===== src/rtl/bit_stream_serializer_if.sv =====
// rtl/bit_stream_serializer_if.sv - word-in / bit-out handshake bundle for bit_stream_serializer
interface bit_stream_serializer_if #(
  parameter int WIDTH = 8
);
  logic [WIDTH-1:0] data_in;
  logic             data_valid;
  logic             data_ready;
  logic             stream_out;
  logic             stream_valid;

  modport master (
    output data_in,
    output data_valid,
    input  data_ready,
    input  stream_out,
    input  stream_valid
  );

  modport slave (
    input  data_in,
    input  data_valid,
    output data_ready,
    output stream_out,
    output stream_valid
  );
endinterface


===== src/rtl/bit_stream_serializer.sv =====
// rtl/bit_stream_serializer.sv - MSB-first word serializer with one-word holding register; SER_PARITY_EN adds an even-parity slot
module bit_stream_serializer #(
  parameter int WIDTH = 8
) (
  input  logic                   clk,
  input  logic                   reset_n,
  bit_stream_serializer_if.slave s,
  output logic                   busy,
  output logic                   underrun,
  input  logic                   underrun_clr
);

  localparam int CW = $clog2(WIDTH + 1);

`ifdef SER_PARITY_EN
  typedef enum logic [1:0] {S_IDLE, S_SHIFT, S_PAR} state_t;
`else
  typedef enum logic {S_IDLE, S_SHIFT} state_t;
`endif

  state_t           state_q, state_d;
  logic [WIDTH-1:0] sr_q, sr_d;
  logic [WIDTH-1:0] hr_q, hr_d;
  logic             hr_full_q, hr_full_d;
  logic [CW-1:0]    cnt_q, cnt_d;
  logic             data_ready_q, data_ready_d;
  logic             stream_out_q, stream_out_d;
  logic             stream_valid_q, stream_valid_d;
  logic             busy_q, busy_d;
  logic             underrun_q, underrun_d;
`ifdef SER_PARITY_EN
  logic             par_q, par_d;
`endif

  logic             accept;
  logic             word_end;
  logic             load_sr;
  logic [WIDTH-1:0] load_word;

  always_comb begin
    accept         = s.data_valid & data_ready_q;
    word_end       = 1'b0;
    load_sr        = 1'b0;
    load_word      = '0;
    state_d        = state_q;
    sr_d           = sr_q;
    hr_d           = hr_q;
    hr_full_d      = hr_full_q;
    cnt_d          = cnt_q;
    stream_out_d   = 1'b0;
    stream_valid_d = 1'b0;
    underrun_d     = underrun_q & ~underrun_clr;
`ifdef SER_PARITY_EN
    par_d          = par_q;
`endif

    case (state_q)
      S_IDLE: begin
        if (accept) begin
          load_sr   = 1'b1;
          load_word = s.data_in;
        end
      end
      S_SHIFT: begin
        if (cnt_q != CW'(WIDTH)) begin
          stream_out_d   = sr_q[WIDTH-1];
          stream_valid_d = 1'b1;
          sr_d           = sr_q << 1;
          cnt_d          = cnt_q + CW'(1);
          if (accept) begin
            hr_d      = s.data_in;
            hr_full_d = 1'b1;
          end
        end else begin
`ifdef SER_PARITY_EN
          state_d        = S_PAR;
          stream_out_d   = par_q;
          stream_valid_d = 1'b1;
          if (accept) begin
            hr_d      = s.data_in;
            hr_full_d = 1'b1;
          end
`else
          word_end = 1'b1;
`endif
        end
      end
`ifdef SER_PARITY_EN
      S_PAR: word_end = 1'b1;
`endif
      default: state_d = S_IDLE;
    endcase

    // Final slot just left the output: chain the next word with no gap, or go idle.
    if (word_end) begin
      if (hr_full_q) begin
        load_sr   = 1'b1;
        load_word = hr_q;
        hr_full_d = 1'b0;
        if (accept) begin
          hr_d      = s.data_in;
          hr_full_d = 1'b1;
        end
      end else if (accept) begin
        load_sr   = 1'b1;
        load_word = s.data_in;
      end else begin
        state_d    = S_IDLE;
        sr_d       = '0;
        cnt_d      = '0;
        underrun_d = 1'b1;
      end
    end

    if (load_sr) begin
      state_d        = S_SHIFT;
      stream_out_d   = load_word[WIDTH-1];
      stream_valid_d = 1'b1;
      sr_d           = load_word << 1;
      cnt_d          = CW'(1);
`ifdef SER_PARITY_EN
      par_d          = ^load_word;
`endif
    end

    data_ready_d = ~hr_full_d;
    busy_d       = (state_d != S_IDLE) | hr_full_d;
  end

  always_ff @(posedge clk or negedge reset_n) begin
    if (!reset_n) begin
      state_q        <= S_IDLE;
      sr_q           <= '0;
      hr_q           <= '0;
      hr_full_q      <= 1'b0;
      cnt_q          <= '0;
      data_ready_q   <= 1'b0;
      stream_out_q   <= 1'b0;
      stream_valid_q <= 1'b0;
      busy_q         <= 1'b0;
      underrun_q     <= 1'b0;
`ifdef SER_PARITY_EN
      par_q          <= 1'b0;
`endif
    end else begin
      state_q        <= state_d;
      sr_q           <= sr_d;
      hr_q           <= hr_d;
      hr_full_q      <= hr_full_d;
      cnt_q          <= cnt_d;
      data_ready_q   <= data_ready_d;
      stream_out_q   <= stream_out_d;
      stream_valid_q <= stream_valid_d;
      busy_q         <= busy_d;
      underrun_q     <= underrun_d;
`ifdef SER_PARITY_EN
      par_q          <= par_d;
`endif
    end
  end

  assign s.data_ready   = data_ready_q;
  assign s.stream_out   = stream_out_q;
  assign s.stream_valid = stream_valid_q;
  assign busy           = busy_q;
  assign underrun       = underrun_q;

endmodule

===== src/flat_wrapper.sv =====
// flat-port wrapper written by rule: the top's interface ports become plain ports
module bit_stream_serializer_flat 
#(
  parameter int WIDTH = 8
)
  (clk, reset_n, busy, underrun, underrun_clr, s_data_in, s_data_valid, s_data_ready, s_stream_out, s_stream_valid);
  bit_stream_serializer_if #(.WIDTH(WIDTH)) s_i ();
  input  logic clk;
  input  logic reset_n;
  output logic busy;
  output logic underrun;
  input  logic underrun_clr;
  input wire logic [$bits(s_i.data_in)-1:0] s_data_in;
  input wire logic [$bits(s_i.data_valid)-1:0] s_data_valid;
  output wire logic [$bits(s_i.data_ready)-1:0] s_data_ready;
  output wire logic [$bits(s_i.stream_out)-1:0] s_stream_out;
  output wire logic [$bits(s_i.stream_valid)-1:0] s_stream_valid;
  assign s_i.data_in = s_data_in;
  assign s_i.data_valid = s_data_valid;
  assign s_data_ready = s_i.data_ready;
  assign s_stream_out = s_i.stream_out;
  assign s_stream_valid = s_i.stream_valid;
  bit_stream_serializer #(.WIDTH(WIDTH)) u_core (.clk(clk), .reset_n(reset_n), .s(s_i), .busy(busy), .underrun(underrun), .underrun_clr(underrun_clr));
endmodule

===== config.mk =====
export PLATFORM = sky130hd
export DESIGN_NAME = bit_stream_serializer_flat
export DESIGN_NICKNAME = d
export VERILOG_FILES = /design/src/rtl/bit_stream_serializer_if.sv /design/src/rtl/bit_stream_serializer.sv /design/src/flat_wrapper.sv
export SDC_FILE = /design/constraint.sdc
export NUM_CORES = 1
export LEC_CHECK = 0
export CAP_MARGIN = 5
export CORE_ASPECT_RATIO = 0.7
export CORE_MARGIN = 4
export CORE_UTILIZATION = 49
export DETAILED_ROUTE_END_ITERATION = 7
export HOLD_SLACK_MARGIN = 0.12
export PLACE_DENSITY = 0.77
export SLEW_MARGIN = 20
export SYNTH_ARGS = -nofsm -noshare
export SYNTH_HDL_FRONTEND = slang
export SYNTH_SLANG_ARGS = --single-unit

===== constraint.sdc =====
create_clock -name clk -period 1.4 [get_ports clk]
set_input_delay 0.21 -clock clk [delete_from_list [all_inputs] [get_ports clk]]
set_output_delay 0.21 -clock clk [all_outputs]
set_load 0.01 [all_outputs]

==> run metrics <==
run status=finished, violations left; failing checks=setup timing; CTS tree=yes; root buf cell=clkbuf_8; Synth Register Bits=27; FF-to-FF End=u_core.hr_q[0]; Crit. Startpoint=u_core.cnt_q[0]; R2R depth=6; vias in the first global route=~1,200; hpwl dp=2.43 mm; critical path's largest stage delay=0.40 ns; Top Ports=17; DR vias=1,183; Reg clk slew, reported paths=~0.09 ns; Max Clk Rate=around 640 MHz; drt first pass iters=4; Max-slew headroom=about three quarters; clk buf depth=2; average size of a mapped cell=10.9 µm²; Seq/Total Area, Yosys=48.0%; gr usage total=between 20 and 25%; CP bufs+invs=2; Worst Tran Pin Value=roughly 0.35 ns; fin worst setup slack=-0.171 ns; per-cell routed wire length=18.6 µm; Worst Setup End Kind=flop; largest net degree at the start of global routing=28; initial core utilization=between 50% and 60%; dpl cells=around 190; WS Path Type=flop to flop; Mapped Cells=between 100 and 150; die area=3810 µm²; RSZ-0062 raised after global routing=true; Inserted Diodes=0; area grow syn2layout=29.8%; initial antenna violation count=0; Synthesis Warnings=0; worst-path cell chain=inv_2 > ha_4 > nand3b_4 > o2111a_2 > buf_6 > mux2_4; CP Capture Point=u_core.hr_q[0]; slowest stage cell on the critical path=dfrtp_1; Final period util=112%; ys flop type=dfrtp_1; Post-Route WL=approximately 3.7 mm; fillers=200; Stages on worst setup path=6; data arrival time of the worst path=1.73 ns; H-tree levels=1; Antenna Violating Nets Remaining=0; Die Width=slightly above 70 µm; mapped cell area=approximately 1400 µm²; Worst R2R Setup Slack=-0.17 ns; clk_lat worst skew=~0.28 ns; post-layout min period=around 1.6 ns; CP Max Fanout=3; nets@finish=179; Residual DRC=0; die height=roughly 53 µm; syn_nets=around 140; synth unique cells=31; Seq. cell area=about 680 µm²; Starting DRT DRC Count=66; fin cells=approximately 200; Worst Path Required=approximately 1.6 ns; final hold vios=0; input/output buffers=16; gpl congestion=between 0.8 and 0.9; post-DR vias/cell=approximately 6.0; global-route wire length before repair=roughly 6 mm; total gr overflow=0; Multi-input gate area=679 µm²; layout cell share with drive strength beyond 1=roughly 32%; RR Startpoint=u_core.cnt_q[0]; maxcap violations=0; Post-synth EDFFs=0; total CTS buffers=3; row count=15; setup TNS=-2.32 ns; # clock sinks=27; pwr/cell area=just over 2000 nW/µm²; core area=around 2600 µm²; crit-path leading delay family=flip-flops; Slew Viols, Final=0; HP Class=primary input to asynchronous set/reset pin; pre-CTS setup slack=-0.209 ns; Post-synth ARST share=100%; clock skew=between 0.007 and 0.008 ns; CP startpoint kind=flop; Setup Viol. Count Final=20; peak supply drop=1010 µV; leakage power=between 0.8 and 0.9 nW
## stage by stage
stage          util, %  instance area, µm²  hold slack (ns)  power, mW
6_report          70.5                1830            0.306       3.79
5_1_grt           70.5                1830            0.330       4.01
4_1_cts           69.9                1810            0.319       3.71
3_5_place_dp      66.3                1720            0.481       3.15
3_3_place_gp      66.3                1720            0.478       3.04
2_1_floorplan        -                1420          -0.0856       2.50
## how the worst min path moves through the flow
stage | start | to | slack [ns] | cells after the start
detailed placement | u_core.sr_q[0] | u_core.sr_q[0] | 0.48 | 1
floorplan | reset_n | u_core.busy | -0.09 | 0
global placement | u_core.sr_q[0] | u_core.sr_q[0] | 0.48 | 1
global route | reset_n | u_core.hr_q[7] | 0.33 | 2
finish | reset_n | u_core.busy | 0.31 | 2
CTS | reset_n | u_core.hr_q[7] | 0.32 | 2
## registers in the layout, indices dropped and copies added, names as in the netlist
name and cells:
u_core.hr_q 8, u_core.sr_q 8, u_core.cnt_q 4, u_core.busy 1
u_core.hr_full_q 1, u_core.s.data_ready 1, u_core.s.stream_out 1, u_core.s.stream_valid 1
u_core.state_q 1, u_core.underrun 1
## Yosys cell counts (2+ instances only)
| master | n | area share (%) |
|---|---|---|
| nand4b_1 | 2 | 1.2 |
| ha_1 | 2 | 1.8 |
| inv_1 | 4 | 1.1 |
| a21oi_1 | 10 | 3.6 |
| mux2_4 | 8 | 8.5 |
| buf_2 | 6 | 2.1 |
| clkbuf_1 | 2 | 0.53 |
| nand3_1 | 8 | 2.8 |
| a21bo_2 | 6 | 4.3 |
| buf_6 | 2 | 1.6 |
| o21ai_0 | 12 | 4.3 |
| dfrtp_1 | 27 | 48 |
| a221o_1 | 8 | 5.7 |
| nand2_1 | 15 | 4.0 |
## report_power, final
group          internal [mW]  switching, mW  leakage (nW)  total (mW)
clock network          0.204          0.239        0.0228       0.443
registers               1.09          0.234         0.329        1.33
logic                   1.10          0.920         0.497        2.02
total                   2.39           1.39         0.848        3.79
## layer usage
layer  vias up  track usage (%)  part of all wire (%)  routed length (µm)
li1        543                -                     -                   -
met5         -                0                     0                   0
met4         0             9.06                   3.0                 111
met1       578             27.7                    43                1580
met2        49             36.1                    47                1750
met3        13             4.02                   6.8                 250
## logic make-up after synthesis
family	share of synthesized area, %
buf+inv	5.60
flops	48.0
mux	9.33
fa+ha+maj	1.78
xor+xnor	0.622
simple gates	13.2
compound gates	21.5
## layout by cell type, fill, tap and decap left out, types with 2 or more instances in the layout
master           synthesis  layout
mux2_4                   8       8
nand3_1                  8       8
nand4b_1                 2       2
buf_4                    0      20
and2_4                   1       2
a221o_1                  8       8
nand2_1                 15      14
clkdlybuf4s50_1          0      14
o21ai_0                 12      11
dfrtp_1                 27      26
a21oi_1                 10      10
clkbuf_8                 0       3
a21bo_2                  6       6
inv_1                    4       2
buf_6                    2       5
inv_2                    0       2
## what timing repair did
| action | 4_1_cts | 5_1_grt |
|---|---|---|
| resized for setup | 12 | 1 |
| endpoints found under the setup margin | 20 | 22 |
| pin swaps | 3 | 2 |
| hold buffers | 0 | 0 |
| buffers inserted | 2 | 2 |
| cloned | 1 | 0 |
## final cells by class
type | count | area share, %
Multi-Input combinational cell | 88 | 37.2
Sequential cell | 27 | 37.1
Timing Repair Buffer | 41 | 20.1
Clock buffer | 4 | 2.47
Tap cell | 34 | 2.33
Inverter | 4 | 0.822
No activity file was read; power rests on OpenSTA's default activity.
